<file path="config.mk">
export PLATFORM = sky130hd
export DESIGN_NAME = dmem_access_fsm
export DESIGN_NICKNAME = d
export VERILOG_FILES = /design/src/rtl/dmem_access_fsm.sv
export SDC_FILE = /design/constraint.sdc
export NUM_CORES = 1
export LEC_CHECK = 0
export ABC_AREA = 1
export CAP_MARGIN = 20
export CELL_PAD_IN_SITES_DETAIL_PLACEMENT = 1
export CELL_PAD_IN_SITES_GLOBAL_PLACEMENT = 1
export CORE_ASPECT_RATIO = 1.5
export CORE_MARGIN = 8
export CORE_UTILIZATION = 29
export CTS_BUF_LIST = sky130_fd_sc_hd__clkbuf_16
export DETAILED_ROUTE_END_ITERATION = 16
export GPL_ROUTABILITY_DRIVEN = 1
export PLACE_DENSITY_LB_ADDON = 0.08
export SYNTH_ARGS = -nofsm -noshare
export SYNTH_HDL_FRONTEND = slang
export SYNTH_SLANG_ARGS = --single-unit
</file>
<file path="constraint.sdc">
create_clock -name clk -period 5.2 [get_ports clk]
set_clock_uncertainty 0.15 [all_clocks]
set_input_delay 1.56 -clock clk [delete_from_list [all_inputs] [get_ports clk]]
set_output_delay 1.56 -clock clk [all_outputs]
set_load 0.02 [all_outputs]
</file>
<file path="src/rtl/dmem_access_fsm.sv">
// dmem_access_fsm
// Memory-stage sequencer in front of the data-memory byte-lane controller.
// Takes one load/store at a time from EX (valid/ready), screens it for
// illegal funct3, out-of-range and misaligned addresses, drives the
// controller's mem_* strobes for one access cycle, waits out the SRAM read
// latency, and returns a response (load data or exception) to writeback
// over a second valid/ready handshake.
//
// Ports
//   clk, rst                    clock (rising edge), synchronous active-high reset
//   ex_valid/ex_ready           request handshake; ex_ready high only in IDLE
//   ex_read, ex_write           request is a load / store
//   ex_funct3, ex_addr          RV32I load/store funct3, byte address
//   ex_wdata, ex_rd             unshifted store data, load destination register
//   mem_funct3, mem_byte_addr,
//   mem_MuxDataB                latched request fields to the controller
//   mem_MemEn, mem_MemWrite,
//   mem_MemRead                 access strobe, write enable, read enable
//   mem_ReadData                formatted load data from the controller
//   resp_valid/resp_ready       response handshake
//   resp_is_load, resp_rd       response belongs to a load, its destination
//   resp_data                   load data (0 for stores and exceptions)
//   resp_exc, resp_cause        fault flag and cause (00 range, 01 load
//                               misaligned, 10 store misaligned, 11 illegal)
module dmem_access_fsm #(
  parameter int unsigned ADDR_W = 16,
  parameter int unsigned RD_LAT = 1
) (
  input  logic              clk,
  input  logic              rst,
  input  logic              ex_valid,
  output logic              ex_ready,
  input  logic              ex_read,
  input  logic              ex_write,
  input  logic [2:0]        ex_funct3,
  input  logic [31:0]       ex_addr,
  input  logic [31:0]       ex_wdata,
  input  logic [4:0]        ex_rd,
  output logic [2:0]        mem_funct3,
  output logic [ADDR_W-1:0] mem_byte_addr,
  output logic [31:0]       mem_MuxDataB,
  output logic              mem_MemEn,
  output logic              mem_MemWrite,
  output logic              mem_MemRead,
  input  logic [31:0]       mem_ReadData,
  output logic              resp_valid,
  input  logic              resp_ready,
  output logic              resp_is_load,
  output logic [4:0]        resp_rd,
  output logic [31:0]       resp_data,
  output logic              resp_exc,
  output logic [1:0]        resp_cause
);

  typedef enum logic [1:0] {
    S_IDLE,
    S_ACCESS,
    S_WAIT,
    S_DONE
  } state_t;

  localparam logic [1:0] CNT_INIT = 2'(RD_LAT - 1);

  state_t      state;
  logic [1:0]  cnt;
  logic        mem_en_q;
  logic        mem_write_q;
  logic        mem_read_q;
  logic        resp_valid_q;

  logic        req;
  logic        illegal;
  logic        out_of_range;
  logic        misaligned;
  logic        fault;
  logic [1:0]  cause;

  // Request screening, evaluated on the live ex_* inputs in the accept cycle.
  always_comb begin
    req          = ex_valid & (ex_read | ex_write);
    illegal      = (ex_read & ex_write)
                 | (ex_read  & ((ex_funct3 == 3'd3) | (ex_funct3 == 3'd6) | (ex_funct3 == 3'd7)))
                 | (ex_write & (ex_funct3 > 3'd2));
    out_of_range = |ex_addr[31:ADDR_W];
    // funct3[1:0] encodes access size: 00 byte, 01 half, 10 word.
    misaligned   = ((ex_funct3[1:0] == 2'b01) & ex_addr[0])
                 | ((ex_funct3[1:0] == 2'b10) & (|ex_addr[1:0]));
    fault        = illegal | out_of_range | misaligned;
    cause        = 2'b00;
    if (illegal)
      cause = 2'b11;
    else if (out_of_range)
      cause = 2'b00;
    else if (misaligned)
      cause = ex_read ? 2'b01 : 2'b10;
  end

  always_ff @(posedge clk) begin
    if (rst) begin
      state         <= S_IDLE;
      cnt           <= '0;
      mem_en_q      <= 1'b0;
      mem_write_q   <= 1'b0;
      mem_read_q    <= 1'b0;
      resp_valid_q  <= 1'b0;
      mem_funct3    <= '0;
      mem_byte_addr <= '0;
      mem_MuxDataB  <= '0;
      resp_is_load  <= 1'b0;
      resp_rd       <= '0;
      resp_data     <= '0;
      resp_exc      <= 1'b0;
      resp_cause    <= '0;
    end else begin
      case (state)
        S_IDLE: begin
          if (req) begin
            mem_funct3    <= ex_funct3;
            mem_byte_addr <= ex_addr[ADDR_W-1:0];
            mem_MuxDataB  <= ex_wdata;
            resp_is_load  <= ex_read;
            resp_rd       <= ex_rd;
            resp_data     <= '0;
            resp_exc      <= fault;
            resp_cause    <= fault ? cause : 2'b00;
            if (fault) begin
              resp_valid_q <= 1'b1;
              state        <= S_DONE;
            end else begin
              mem_en_q    <= 1'b1;
              mem_write_q <= ex_write;
              mem_read_q  <= ex_read;
              state       <= S_ACCESS;
            end
          end
        end
        S_ACCESS: begin
          mem_en_q    <= 1'b0;
          mem_write_q <= 1'b0;
          if (resp_is_load) begin
            mem_read_q <= 1'b1;
            cnt        <= CNT_INIT;
            state      <= S_WAIT;
          end else begin
            mem_read_q   <= 1'b0;
            resp_valid_q <= 1'b1;
            state        <= S_DONE;
          end
        end
        S_WAIT: begin
          if (cnt != 2'd0) begin
            cnt <= cnt - 2'd1;
          end else begin
            resp_data    <= mem_ReadData;
            mem_read_q   <= 1'b0;
            resp_valid_q <= 1'b1;
            state        <= S_DONE;
          end
        end
        S_DONE: begin
          if (resp_ready) begin
            resp_valid_q <= 1'b0;
            state        <= S_IDLE;
          end
        end
        default: state <= S_IDLE;
      endcase
    end
  end

  // Strobes are registered but also gated by rst so an access in flight is
  // killed in the same cycle reset is raised (no partial write).
  always_comb begin
    ex_ready     = (state == S_IDLE) & ~rst;
    mem_MemEn    = mem_en_q & ~rst;
    mem_MemWrite = mem_write_q & ~rst;
    mem_MemRead  = mem_read_q & ~rst;
    resp_valid   = resp_valid_q & ~rst;
  end

endmodule
</file>
==> results of run 1 <==
## tightest hold or removal path: stages, from the launching register on
cell	delay, ns
dfxtp_1	0.31
nand2_1	0.06
a21oi_1	0.05
## flip-flops by register name, indices dropped and copies added (netlist names)
register and cells:
cnt 2, mem_MuxDataB 32, mem_byte_addr 16, mem_en_q 1
mem_funct3 3, mem_read_q 1, mem_write_q 1, resp_cause 2
resp_data 32, resp_exc 1, resp_is_load 1, resp_rd 5
resp_valid_q 1, state 2
## cell type report
type                    instances  area [um^2]
inverters                      20         75.1
clock buffers                   9          225
fillers                      1611         7030
flip-flops and latches        100         2000
clock inverters                 6          111
repair buffers                211         2100
multi-input cells             358         1720
well taps                     162          203
## cell families (layout without fill, tap and decap cells)
group,after synthesis,in the layout,share of synthesized area
AOI/OAI and AO/OA,144,144,0.188
xor gates and xnor gates,1,1,0.00220
adders and majority gates,6,6,0.0189
buffers and inverters,57,246,0.0651
DFF,100,100,0.503
and+or+nand+nor,207,207,0.223
## power by group
part	switching, uW	leakage, uW	total [uW]	internal (uW)
logic	656	0.00133	1090	434
clock network	294	0.000164	763	469
registers	69.8	0.000815	971	901
total	1020	0.00231	2820	1800
## routing by layer
metal,vias to the layer above,global-route usage,part of all wire
li1,2063,-,-
met1,1982,0.180,0.41
met2,126,0.297,0.51
met3,10,0.0573,0.066
met4,0,0.0487,0.014
met5,-,0,0
## stage by stage
step	instances	hold slack, ns
2_1_floorplan	515	0.290
3_3_place_gp	850	0.301
3_5_place_dp	850	0.307
4_1_cts	865	0.319
5_1_grt	866	0.334
6_report	866	0.314
## layout by cell type (no fill, tap or decap), drive strengths merged, types with 6 or more instances in the layout
master / n
clkbuf: 9
nand3: 39
ha: 6
buf: 6
clkdlybuf4s50: 205
nor2: 26
inv: 21
dfxtp: 100
o21ai: 42
a21oi: 97
nand2: 138
## worst max-delay path by stage
stage / start / end / slack (ns) / cells past startpoint
2_1_floorplan: rst / ex_ready / 1.28 / 3
3_3_place_gp: rst / mem_MemWrite / 1.03 / 3
3_5_place_dp: rst / mem_MemWrite / 1.00 / 3
4_1_cts: rst / mem_MemWrite / 1.00 / 3
5_1_grt: rst / mem_MemWrite / 0.94 / 3
6_report: rst / mem_MemWrite / 1.0 / 3
==> results.yml, run 1 <==
placed_design:
  place_area_um2: 6090
  io_buffers: 206
  gp_congestion: 0.722
  dp_hpwl_um: 11000
  dp_slack_ns: 1.00
logic_synthesis:
  synth-seq-area-share: 0.503
  syn-num-nets: 631
  synth_top_cell_area_share: 0.503
  synth_common_cells: "nand2_1 (132), dfxtp_1 (100), a21oi_1 (95)"
  synth_edf_count: 0
  synthDistinctLibCells: 28
  synth_area_per_cell_um2: 7.73
  yosys_warnings: 0
  syn-cell-area_um2: 3980
  yosys.area.top_type: "dfxtp_1"
  async_flop_share: 0
  yosys_register_bits: 100
  synthTopCellsByArea: "dfxtp_1 (50%), nand2_1 (12%), a21oi_1 (12%), o21ai_0 (5.0%), nand3_1 (4.7%)"
  synth.most_common_cell: "nand2_1"
  ys.flop_type: "dfxtp_1"
  syn_inst: 515
cells_and_area:
  area_growth_pct: 61.9
  diodes: 0
  drive_gt1_frac: 0.0582
  final_util: 0.478
  nNetsFinal: 816
  fin_area_um2: 6440
clocking:
  cts_tree: "built"
  cts-resized-gates: 0
  post_cts.repair.setup_buffers: 0
  cts_root_buf: "clkbuf_16"
  clkLatencyLatePin_ns: 0.34
  clock_sinks: 100
  htreeDepth: 3
  clkTransAtPathRegs_ns: 0.07
  cts_buffer_depth: 2
  cts_hold_buf: 0
  cts_made_buffers: 9
global_route:
  grt_max_degree: 95
  overflow: 0
  grt.total_usage: 0.166
  grt_antenna_before_repair: 0
  grt_pass1_vias: 4493
  grt_pass1_wl_um: 24000
floorplanning:
  die_h_um: 159
  rows: 52
  die_x_um: 112
  core-area_um2: 13500
  start_util: 0.296
  die-area_um2: 17800
  pin_count: 207
critical_path:
  critical-path-max-stage-delay_ns: 0.63
  r2r_slack_ns: 2.59
  cp-start-kind: "input port"
  worstReg2RegEnd: "resp_data[27]$_SDFFE_PP0P_"
  r2r_start: "state[0]$_SDFFE_PP0P_"
  critical_path_buf_inv_count: 2
  path_delay_family: "buffers and inverters"
  reg2reg_depth: 8
  slowest_stage: "clkdlybuf4s50_1"
  critPathCaptureType: "output port"
  cp.arrival_ns: 2.49
  crit_type: "input port to output port"
  cp_data_required_time_ns: 3.49
  critPathMaxFanout: 6
  cp_cell_sequence: "buf_4 -> nor2_1 -> clkdlybuf4s50_1"
power:
  max-vdd-ir-drop_uv: 257
  fin_total_pwr_uw: 2820
  leakagePower_uw: 0.00231
  power_density_nw_per_um2: 438
timing:
  fin_crit_ns: 4.20
  slew_violations: 0
  tns_ns: 0
  fmax_mhz: 238
  layout_setup_ws_ns: 0.996
  finalSetupViolations: 0
  grt_setup_unrepaired: "false"
  tightestPinTransition_ns: 1.08
  fin_crit_sh: 0.808
  slew_headroom: 0.279
  final_hold_viol_count: 0
routing:
  vias: 4181
  avgViaCountPerCell: 4.83
  wl_per_cell_um: 17.3
  drtIter0Drc: 137
  detail-route-antenna-nets: 0
  drc_errors: 0
  drt-total-wl_um: 15000
  firstDrtPassIters: 5
flow_run:
  max-cap-violations: 0
min_path:
  min_from: "mem_MuxDataB[5]$_SDFFE_PP0P_"
  worstHoldEndpoint: "mem_MuxDataB[5]$_SDFFE_PP0P_"
  hold_depth: 2
  hp-class: "flip-flop to flip-flop"
run_status:
  status: "complete, no violations"
No activity file was read; power rests on OpenSTA's default activity.
==> inputs of run 2 (changes only) <==
CORE_UTILIZATION = 24   (was 29)
clock period = 3.5 ns   (was 5.2 ns; I/O delays follow)
==> results.yml, run 2 (synthesized netlist as in run 1, its figures left out) <==
run_status:
  status: "complete, no violations"
global_route:
  grt_pass1_vias: 4414
  grt_max_degree: 95
  grt_antenna_before_repair: 0
  grt.total_usage: 0.143
  grt_pass1_wl_um: 24000
  overflow: 0
clocking:
  clock_sinks: 100
  cts_hold_buf: 0
  cts_tree: "built"
  cts_buffer_depth: 2
  clkLatencyLatePin_ns: 0.34
  htreeDepth: 3
  cts_made_buffers: 9
  clkTransAtPathRegs_ns: 0.08
  post_cts.repair.setup_buffers: 0
  cts_root_buf: "clkbuf_16"
  cts-resized-gates: 0
min_path:
  worstHoldEndpoint: "mem_MuxDataB[24]$_SDFFE_PP0P_"
  hp-class: "flip-flop to flip-flop"
  hold_depth: 2
  min_from: "mem_MuxDataB[24]$_SDFFE_PP0P_"
timing:
  fmax_mhz: 305
  tightestPinTransition_ns: 1.05
  fin_crit_sh: 0.936
  slew_violations: 0
  grt_setup_unrepaired: "false"
  final_hold_viol_count: 0
  tns_ns: 0
  fin_crit_ns: 3.28
  slew_headroom: 0.299
  hold_slack_ns: 0.316
  finalSetupViolations: 0
power:
  max-vdd-ir-drop_uv: 321
  leakagePower_uw: 0.00229
  power_density_nw_per_um2: 623
critical_path:
  critPathCaptureType: "output port"
  crit_type: "flip-flop to output port"
  reg2reg_depth: 6
  r2r_start: "state[0]$_SDFFE_PP0P_"
  r2r_slack_ns: 1.34
  cp-start-kind: "flip-flop"
  worstReg2RegEnd: "mem_byte_addr[13]$_SDFFE_PP0P_"
  cp.arrival_ns: 2.08
  cp_data_required_time_ns: 2.30
  critPathMaxFanout: 8
routing:
  wl_per_cell_um: 16.9
  drc_errors: 0
  drt-total-wl_um: 15400
  detail-route-antenna-nets: 0
  avgViaCountPerCell: 4.53
  drtIter0Drc: 153
  vias: 4140
  firstDrtPassIters: 4
floorplanning:
  die-area_um2: 21000
  start_util: 0.246
  die_x_um: 121
  core-area_um2: 16200
  pin_count: 207
  die_h_um: 174
  rows: 57
cells_and_area:
  instances_no_fill: 913
  diodes: 0
  nNetsFinal: 818
  top_regs: "mem_MuxDataB (32), resp_data (32), mem_byte_addr (16)"
  final_common_cell: "clkdlybuf4s50_1"
  fin_area_um2: 6460
  final_util: 0.399
  layout_common_cells: "clkdlybuf4s50_1 (205), nand2_1 (132), dfxtp_1 (100), a21oi_1 (95), o21ai_0 (40)"
  nFillCells: 1957
  drive_gt1_frac: 0.0608
  area_growth_pct: 62.2
flow_run:
  max-cap-violations: 0
placed_design:
  gp_congestion: 0.717
  place_inst: 897
  dp_hpwl_um: 11400
  io_buffers: 206
  place_area_um2: 6180
[run 2: changes by cell type in the layout (fill, tap and decap cells not counted)]
cell        delta
buf_8          -1
clkinv_1       +1
inv_6          -1
bufinv_16      -3
buf_12         +1
buf_4          +2
clkinvlp_4     +2
inv_8          +1
clkinv_4       +1
[run 2: how the worst max path moves through the flow]
stage | startpoint | endpoint | slack, ns | depth (start not counted)
2_1_floorplan | rst | ex_ready | 0.60 | 3
3_3_place_gp | rst | mem_MemWrite | 0.33 | 3
3_5_place_dp | rst | mem_MemWrite | 0.32 | 3
4_1_cts | state[0]$_SDFFE_PP0P_ | ex_ready | 0.17 | 5
5_1_grt | state[0]$_SDFFE_PP0P_ | ex_ready | 0.09 | 5
6_report | state[0]$_SDFFE_PP0P_ | ex_ready | 0.22 | 5
[run 2: worst max-delay path, cell delays in order, from the launching register on]
cell             delay, ns
dfxtp_1               0.36
inv_1                 0.13
ha_1                  0.40
inv_1                 0.12
nor2_1                0.10
clkdlybuf4s50_1       0.61
[run 2: final cells by class]
cell class                 instances  area [um^2]  area share
clock buffer                       9          225      0.0349
clock inverter                     7         51.3     0.00794
inverter                          20         75.1      0.0116
multi-input combinational        358         1720       0.267
sequential                       100         2000       0.310
tap                              206          258      0.0399
timing repair buffer             213         2120       0.329
[run 2: per-layer routing]
layer	global-route usage	part of all wire	vias up
met4	0.0382	0.013	0
met3	0.0590	0.087	11
met5	0	0	-
met2	0.249	0.50	133
met1	0.155	0.40	1919
li1	-	-	2077
[run 2: per-stage QoR]
step | setup slack [ns] | total power, uW
6_report | 0.223 | 4020
5_1_grt | 0.0852 | 4310
4_1_cts | 0.166 | 4110
3_5_place_dp | 0.324 | 3130
3_3_place_gp | 0.329 | 3100
2_1_floorplan | 0.603 | 2410
[run 2: report_power, final]
group	leakage [uW]	switching [uW]	internal, uW	total (uW)
registers	0.000815	104	1340	1440
clock network	0.000129	466	486	951
logic	0.00134	977	653	1630
==> inputs of run 3 (changes only) <==
SETUP_SLACK_MARGIN = 0.02   (was not set)
SKIP_LAST_GASP = 1   (was not set)
==> results of run 3 <==
Final layout, timing and power as in run 2 (identical DEF).
